==> src/rtl/xor_stream_decryptor.sv <==
// XOR stream decryptor: framed ciphertext in, plaintext out through a small FIFO.
// The working key is latched at frame start and optionally left-rotated after each word.
module xor_stream_decryptor #(
  parameter int unsigned DATA_W     = 32,
  parameter int unsigned FIFO_DEPTH = 4,
  parameter int unsigned KEY_ROT    = 0
) (
  input  logic              clk,
  input  logic              rst_n,
  input  logic              key_load,
  input  logic [DATA_W-1:0] key_in,
  input  logic              start,
  input  logic [15:0]       len,
  input  logic              in_valid,
  input  logic [DATA_W-1:0] in_data,
  output logic              in_ready,
  output logic              out_valid,
  output logic [DATA_W-1:0] out_data,
  input  logic              out_ready,
  output logic              busy,
  output logic              done,
  output logic [15:0]       word_cnt
);

  localparam int unsigned PTR_W = (FIFO_DEPTH > 1) ? $clog2(FIFO_DEPTH) : 1;
  localparam int unsigned CNT_W = PTR_W + 1;

  typedef enum logic [1:0] {S_IDLE, S_RUN, S_DRAIN, S_DONE} state_t;

  state_t              state, state_n;
  logic [DATA_W-1:0]   base_key, base_key_n;
  logic [DATA_W-1:0]   work_key, work_key_n;
  logic [15:0]         remaining, remaining_n;
  logic [15:0]         word_cnt_n;
  logic                in_ready_n, out_valid_n;

  logic [DATA_W-1:0]   mem [FIFO_DEPTH];
  logic [PTR_W-1:0]    wr_ptr, rd_ptr;
  logic [CNT_W-1:0]    count, count_n;
  logic                push, pop;

  // Left rotate as a pure bit permutation; KEY_ROT = 0 is the identity.
  function automatic logic [DATA_W-1:0] rotl(input logic [DATA_W-1:0] x);
    logic [DATA_W-1:0] r;
    r = '0;
    for (int unsigned i = 0; i < DATA_W; i++) begin
      r[(i + KEY_ROT) % DATA_W] = x[i];
    end
    return r;
  endfunction

  // in_ready is only ever high in RUN, so this is the accept strobe.
  assign push     = in_valid && in_ready;
  assign pop      = out_valid && out_ready;
  assign count_n  = CNT_W'(count + CNT_W'(push) - CNT_W'(pop));
  assign out_data = mem[rd_ptr];

  // Next-state, key/counter updates and next values of registered outputs.
  always_comb begin
    state_n     = state;
    base_key_n  = base_key;
    work_key_n  = work_key;
    remaining_n = remaining;
    word_cnt_n  = word_cnt;
    case (state)
      S_IDLE: begin
        if (key_load) base_key_n = key_in;
        if (start) begin
          word_cnt_n  = '0;
          work_key_n  = key_load ? key_in : base_key;
          remaining_n = len;
          state_n     = (len != 16'd0) ? S_RUN : S_DONE;
        end
      end
      S_RUN: begin
        if (push) begin
          work_key_n  = rotl(work_key);
          remaining_n = remaining - 16'd1;
          word_cnt_n  = word_cnt + 16'd1;
          if (remaining == 16'd1) state_n = S_DRAIN;
        end
      end
      S_DRAIN: begin
        if (count_n == '0) state_n = S_DONE;
      end
      S_DONE: begin
        state_n = S_IDLE;
      end
      default: state_n = S_IDLE;
    endcase
    in_ready_n  = (state_n == S_RUN) && (count_n != CNT_W'(FIFO_DEPTH));
    out_valid_n = (count_n != '0);
  end

  // State, key, counter and status registers.
  always_ff @(posedge clk or negedge rst_n) begin
    if (!rst_n) begin
      state     <= S_IDLE;
      base_key  <= '0;
      work_key  <= '0;
      remaining <= '0;
      word_cnt  <= '0;
      in_ready  <= 1'b0;
      out_valid <= 1'b0;
      busy      <= 1'b0;
      done      <= 1'b0;
    end else begin
      state     <= state_n;
      base_key  <= base_key_n;
      work_key  <= work_key_n;
      remaining <= remaining_n;
      word_cnt  <= word_cnt_n;
      in_ready  <= in_ready_n;
      out_valid <= out_valid_n;
      busy      <= (state_n != S_IDLE);
      done      <= (state_n == S_DONE);
    end
  end

  // Output FIFO storage and pointers; entries cleared on reset so out_data reads 0.
  always_ff @(posedge clk or negedge rst_n) begin
    if (!rst_n) begin
      for (int unsigned i = 0; i < FIFO_DEPTH; i++) mem[i] <= '0;
      wr_ptr <= '0;
      rd_ptr <= '0;
      count  <= '0;
    end else begin
      if (push) begin
        mem[wr_ptr] <= in_data ^ work_key;
        wr_ptr      <= wr_ptr + PTR_W'(1);
      end
      if (pop) rd_ptr <= rd_ptr + PTR_W'(1);
      count <= count_n;
    end
  end

endmodule

==> config.mk <==
export PLATFORM = sky130hd
export DESIGN_NAME = xor_stream_decryptor
export DESIGN_NICKNAME = d
export VERILOG_FILES = /design/src/rtl/xor_stream_decryptor.sv
export SDC_FILE = /design/constraint.sdc
export NUM_CORES = 1
export LEC_CHECK = 0
export BUFFER_PORTS_ARGS = -buffer_cell sky130_fd_sc_hd__buf_2
export CAP_MARGIN = 20
export CORE_UTILIZATION = 58
export DETAILED_ROUTE_END_ITERATION = 12
export GPL_TIMING_DRIVEN = 0
export HOLD_SLACK_MARGIN = 0.1
export PLACE_DENSITY = 0.88
export SLEW_MARGIN = 20
export SYNTH_ARGS = -nofsm -noshare
export SYNTH_HDL_FRONTEND = slang
export SYNTH_SLANG_ARGS = --single-unit
==> constraint.sdc <==
create_clock -name clk -period 3.65 [get_ports clk]
set_input_delay 0.5475 -clock clk [delete_from_list [all_inputs] [get_ports clk]]
set_output_delay 0.5475 -clock clk [all_outputs]
set_load 0.02 [all_outputs]
After elaboration in Yosys (flattened, before gate mapping)
Index checks and enable logic that the tools add are counted.
{ "totals": {"regBits": 237, "output_inout_bits": 52, "word_cells": 68, "input_bits": 86} }
{ "classes": {"n_eq_ne": 9, "n_lt_le_gt_ge": 3, "bitwise": 3, "n_reduce_logical": 12, "muxes": 19, "add_sub_neg": 6} }
{ "ops": {"columns": ["operator", "count"], "rows": [
  ["128-bit bitwise mux", 1],
  ["32-bit two-way mux", 4],
  ["32-bit binary-select mux with 2-bit select", 1],
  ["32-bit demux with 2-bit select", 1],
  ["16-bit two-way mux", 4],
  ["16-bit case mux with 2 select lines", 2],
  ["32-bit bitwise XOR", 1],
  ["16-bit by 1-bit adder with 16-bit output (second input constant)", 1],
  ["16-bit by 1-bit equality test with 1-bit output (second input constant)", 1],
  ["16-bit nonzero test", 1],
  ["16-bit by 1-bit subtractor with 16-bit output (second input constant)", 1],
  ["2-bit two-way mux", 5],
  ["2-bit case mux with 4 select lines", 1],
  ["2-bit equality test (second input constant)", 3],
  ["3-bit greater-or-equal comparator (second input constant)", 2],
  ["2-bit NOT with 3-bit output", 2],
  ["2-bit by 1-bit adder with 2-bit output (second input constant)", 2],
  ["2-bit by 1-bit equality test with 1-bit output (second input constant)", 2],
  ["1-bit logical AND", 4],
  ["2-bit inequality test (second input constant)", 2],
  ["2-bit nonzero test", 2],
  ["3-bit by 1-bit adder with 3-bit output", 1],
  ["3-bit logical NOT", 1],
  ["3-bit by 1-bit < comparator with 1-bit output (second input constant)", 1],
  ["6 further kinds", 6]
]} }

Longest topological paths before layout
{ "logic_depth": {"ltp_word": 8, "depth_mapped": 11, "depth_no_buf": 10} }

Least setup slack after synthesis
No wires, ideal clock.
{ "synth_timing": {"kind": "input port to flip-flop", "startpoint": "in in_valid", "endpoint": "reg in_ready", "path_stages": 11, "setup_time_ns": 0.121, "required_ns": 3.529, "arrival_time_ns": 2.873, "n_path_buf": 1, "setup_slack_ns": 0.656, "cell_sequence": "and2_1 > clkbuf_1 > inv_1 > ha_1 > inv_1 > ha_1 > fa_1 > xnor3_1 > and3b_1 > nor3_1 > and4b_1"} }
{ "synth_via": {"elab_chain_cells": 8, "elab_cells_between_ends": 10, "classes_between": "add/sub: 2; eq/ne: 2; mux: 3; reduce/logical: 3"} }
{ "synth_rtl": {"columns": ["element", "line_no", "source"], "rows": [
  ["start: declaration", "14", "input logic in_valid,"],
  ["1-bit logical AND *", "53", "assign push = in_valid && in_ready;"],
  ["3-bit by 1-bit adder with 3-bit output *", "55", "assign count_n = CNT_W'(count + CNT_W'(push) - CNT_W'(pop));"],
  ["3-bit by 1-bit subtractor with 3-bit output *", "55", null],
  ["named net count_n[2]", "39", "logic [CNT_W-1:0] count, count_n;"],
  ["3-bit logical NOT", "84", "if (count_n == '0) state_n = S_DONE;"],
  ["2-bit two-way mux", "84", null],
  ["2-bit case mux with 4 select lines", "65", "case (state)"],
  ["2-bit by 1-bit equality test with 1-bit output", "91", "in_ready_n = (state_n == S_RUN) && (count_n != CNT_W'(FIFO_DEPTH));"],
  ["1-bit logical AND *", "91", null],
  ["named net in_ready_n", "35", "logic in_ready_n, out_valid_n;"],
  ["end signal: assignment", "113", "in_ready <= in_ready_n;"],
  ["end: declaration", "16", "output logic in_ready,"]
]} }
Mark *: on every way through the listed nets, which the timed path passes. The rest lies on a longest branch.
A chain may end at the register's enable or synchronous reset.

Final worst setup path
{ "layout_timing": {"startpoint": "reg in_ready", "endpoint": "reg in_ready"} }
{ "layout_via": {"elab_chain_cells": 8, "elab_cells_between_ends": 10, "classes_between": "add/sub: 2; eq/ne: 2; mux: 3; reduce/logical: 3"} }
{ "layout_rtl": {"columns": ["element", "line_no"], "rows": [
  ["1-bit logical AND *", "53"],
  ["3-bit by 1-bit adder with 3-bit output *", "55"],
  ["3-bit by 1-bit subtractor with 3-bit output *", "55"],
  ["named net count_n[2]", "39"],
  ["3-bit logical NOT", "84"],
  ["2-bit two-way mux", "84"],
  ["2-bit case mux with 4 select lines", "65"],
  ["2-bit by 1-bit equality test with 1-bit output", "91"],
  ["1-bit logical AND *", "91"],
  ["named net in_ready_n", "35"]
]} }
Marked as above.

==> flow_summary.ini <==
[place]
post-dp-hpwl_um = 18400
dp_cells = 1331
portBuffers = 136
post-place-ws_ns = 0.155
gp_congestion = 0.886
placed_cell_area_mm2 = 0.0116

[clock_tree]
clk_latency_ns = 0.52
clk_path_buf_depth = 3
numCtsBuffers = 25
htree_num_levels = 1
clockRootBuffer = clkbuf_16
clk_pin_slew_ns = 0.06
clock-sinks = 237
hold_buffers = 1
post_cts_resized = 0
post_cts.repair.setup_buffers = 0
cts_tree = done

[synth]
yosysWarnings = 0
synthArstFlopShare_pct = 100
ys_seq_area_share_pct = 55.9
ys_seq_elements = 237
syn_nets = 1060
syn_area_per_cell_um2 = 11.0
synth_ff_type = dfrtp_1
synth_edf_count = 0
syn_area_mm2 = 0.0106
synth_cells = 964
synth_cell_type_count = 53

[global_routing]
overflow = 0
grt_pass1_wl_um = 44700
grt_pass1_vias = 8758
grt_start_max_net_pins = 87
antenna_found_initial = 6
grt.total_usage_pct = 31.0

[worst_setup_path]
cp_cell_sequence = and2_1 -> clkbuf_1 -> inv_1 -> ha_1 -> inv_1 -> ha_1 -> fa_1 -> xnor3_1 -> and3b_1 -> nor3_1 -> and4b_1
crit_arrival_ns = 3.75
crit_path_max_incr_delay_ns = 0.44
worstSetupPathType = reg -> reg
cp.buffers_inverters = 3
path_delay_family = simple AND/OR/NAND/NOR gates
r2r_slack_ns = 0.31
path_max_fanout = 10
cpMaxStageDelayCell = xnor3_1
startpoint_type = flop
r2r_start = in_ready
crit_required_ns = 4.06
endpoint_kind = flop
critPathLaunch = in_ready

[cells_and_area]
finalNetCount = 1226
area_delta_synth_final_pct = 17.1
drive_above_1_share_pct = 21.2
fin_cells = 1380
finish.utilization_pct = 69.2
stdcell_area_mm2 = 0.0124

[floorplan]
die_area_mm2 = 0.0188
initial_core_util_pct = 59.1
coreArea_mm2 = 0.0180
row_count = 49
dieHeight_um = 137
num_io_pins = 138
fp.dieW_um = 137

[power]
ir_drop_mv = 0.648
leakagePower_nw = 5.69
cellPowerDensity_mw_per_mm2 = 795

[detailed_routing]
dr.pass1.iters = 5
initialDrtViolationCount = 576
ant_nets = 0
via_per_inst = 6.21
post_drt_wl_per_cell_um = 20.4
routed_wl_um = 28100
drc = 0
vias = 8567

[sta]
setup_tns_ns = 0
rsz0062_at_grt = false
worstMarginPinSlew_ns = 1.01
finalCritPeriodShare_pct = 91.5
fmax_ghz = 0.299
relSlewSlack_pct = 32.8
fin_crit_ns = 3.34
fin_skew_ns = 0.0120
fin_ws_ns = 0.310
finalSetupViolations = 0
slew_viol_final = 0
hold_viol = 0

[worst_hold_path]
min_from = key_in[7]
min_path_type = in -> reg

[status]
status = finished clean

[job]
drv_cap = 0
[report_power, final]
part / switching, mW / internal [mW]
sequential: 0.561 / 3.47
combinational: 2.10 / 1.39
clock: 1.00 / 1.36
[worst register-to-register path, stage by stage (launching register included)]
cell,delay [ns]
dfrtp_1,0.43
and2_1,0.15
clkbuf_1,0.41
inv_1,0.16
ha_1,0.31
inv_1,0.04
ha_1,0.18
fa_1,0.36
xnor3_1,0.44
and3b_1,0.20
nor3_1,0.33
and4b_1,0.24
[per-stage QoR]
stage | hold WS [ns] | power, mW
floorplan | 0.252 | 6.23
global placement | 0.457 | 7.16
detailed placement | 0.466 | 7.38
CTS | 0.258 | 9.83
global route | 0.265 | 10.4
finish | 0.267 | 9.88
[sequential cells by signal, summed over array words and instances (netlist names)]
name and flops:
count 3, word_cnt 16, in_ready 1, state 2, mem 128, wr_ptr 2
done 1, base_key 32, work_key 32, rd_ptr 2, busy 1, remaining 16
out_valid 1
[synth_stat cells (all sizes together), types with 2 or more instances]
cell type / n / area [um^2]
a211o: 2 / 17.5
a211oi: 3 / 22.5
a21oi: 21 / 105
a22oi: 2 / 15.0
a2bb2oi: 2 / 17.5
a31oi: 3 / 18.8
a32oi: 2 / 17.5
a41oi: 2 / 17.5
and2: 4 / 25.0
and4: 2 / 17.5
and4b: 3 / 30.0
buf: 9 / 46.3
clkbuf: 50 / 188
dfrtp: 237 / 5930
ha: 9 / 113
inv: 11 / 41.3
mux2: 32 / 360
mux2i: 33 / 330
mux4: 32 / 721
nand2: 187 / 702
nand2b: 2 / 12.5
nand3: 9 / 45.0
nand4: 3 / 18.8
nand4b: 3 / 26.3
nor2: 20 / 75.1
nor2b: 2 / 12.5
nor3: 7 / 35.0
nor3b: 4 / 30.0
nor4: 8 / 50.1
o211ai: 3 / 22.5
o21a: 2 / 15.0
o21ai: 182 / 911
o22a: 2 / 17.5
o22ai: 4 / 25.0
o31ai: 2 / 15.0
or3: 10 / 62.6
or4: 3 / 22.5
xnor2: 37 / 324
xor2: 3 / 26.3
[layout by cell type, fill, tap and decap left out, types with 4 or more instances in the layout]
master,Yosys,final
dfrtp_1,237,237
nand2_1,187,187
o21ai_0,182,182
buf_2,4,139
clkbuf_1,50,58
xnor2_1,37,37
mux2i_1,33,33
mux2_2,32,32
mux4_2,32,32
clkbuf_16,0,25
a21oi_1,21,21
nor2_1,20,20
inv_1,11,11
or3_1,10,10
nand3_1,9,9
ha_1,9,9
nor4_1,8,7
nor3_1,7,7
diode_2,0,6
clkbuf_8,0,5
buf_1,4,4
and2_1,4,4
nor3b_1,4,4
o22ai_1,4,4
[final timing paths]
kind / to / cells past startpoint
setup / recovery: in_ready / 11
hold / removal: base_key[7] / 2
setup reg to reg: in_ready / 11
hold reg to reg: mem[55] / 2
max in group asynchronous: mem[45] / 3
min in group asynchronous: mem[94] / 2
[cell type report]
| cell class | count | area (um^2) |
|---|---|---|
| diodes | 6 | 15.0 |
| plain buffers | 59 | 234 |
| clock buffers | 38 | 724 |
| clock inverters | 4 | 23.8 |
| fillers | 1206 | 5540 |
| inverters | 11 | 41.3 |
| multi-input cells | 657 | 4410 |
| flip-flops and latches | 237 | 5930 |
| well taps | 229 | 287 |
| repair buffers | 139 | 756 |
[cells by family (layout without fill, tap and decap cells)]
| kind of cell | Yosys count | count (layout) | share of synthesized area (%) |
|---|---|---|---|
| multiplexers | 97 | 97 | 13.3 |
| buffers and inverters | 70 | 251 | 2.59 |
| AND/OR/NAND/NOR | 272 | 272 | 11.4 |
| other | 0 | 6 | 0 |
| AO/OA/AOI/OAI | 237 | 237 | 12.1 |
| flip-flops | 237 | 237 | 55.9 |
| XOR/XNOR | 41 | 41 | 3.51 |
| adder cells (fa/ha/maj) | 10 | 10 | 1.25 |
[routing by layer]
layer	routed length (um)	GRT usage, %
met3	2190	6.18
met4	1290	17.4
met2	14100	51.2
met1	10500	38.3
met5	13	0
No activity file was read; power rests on OpenSTA's default activity.
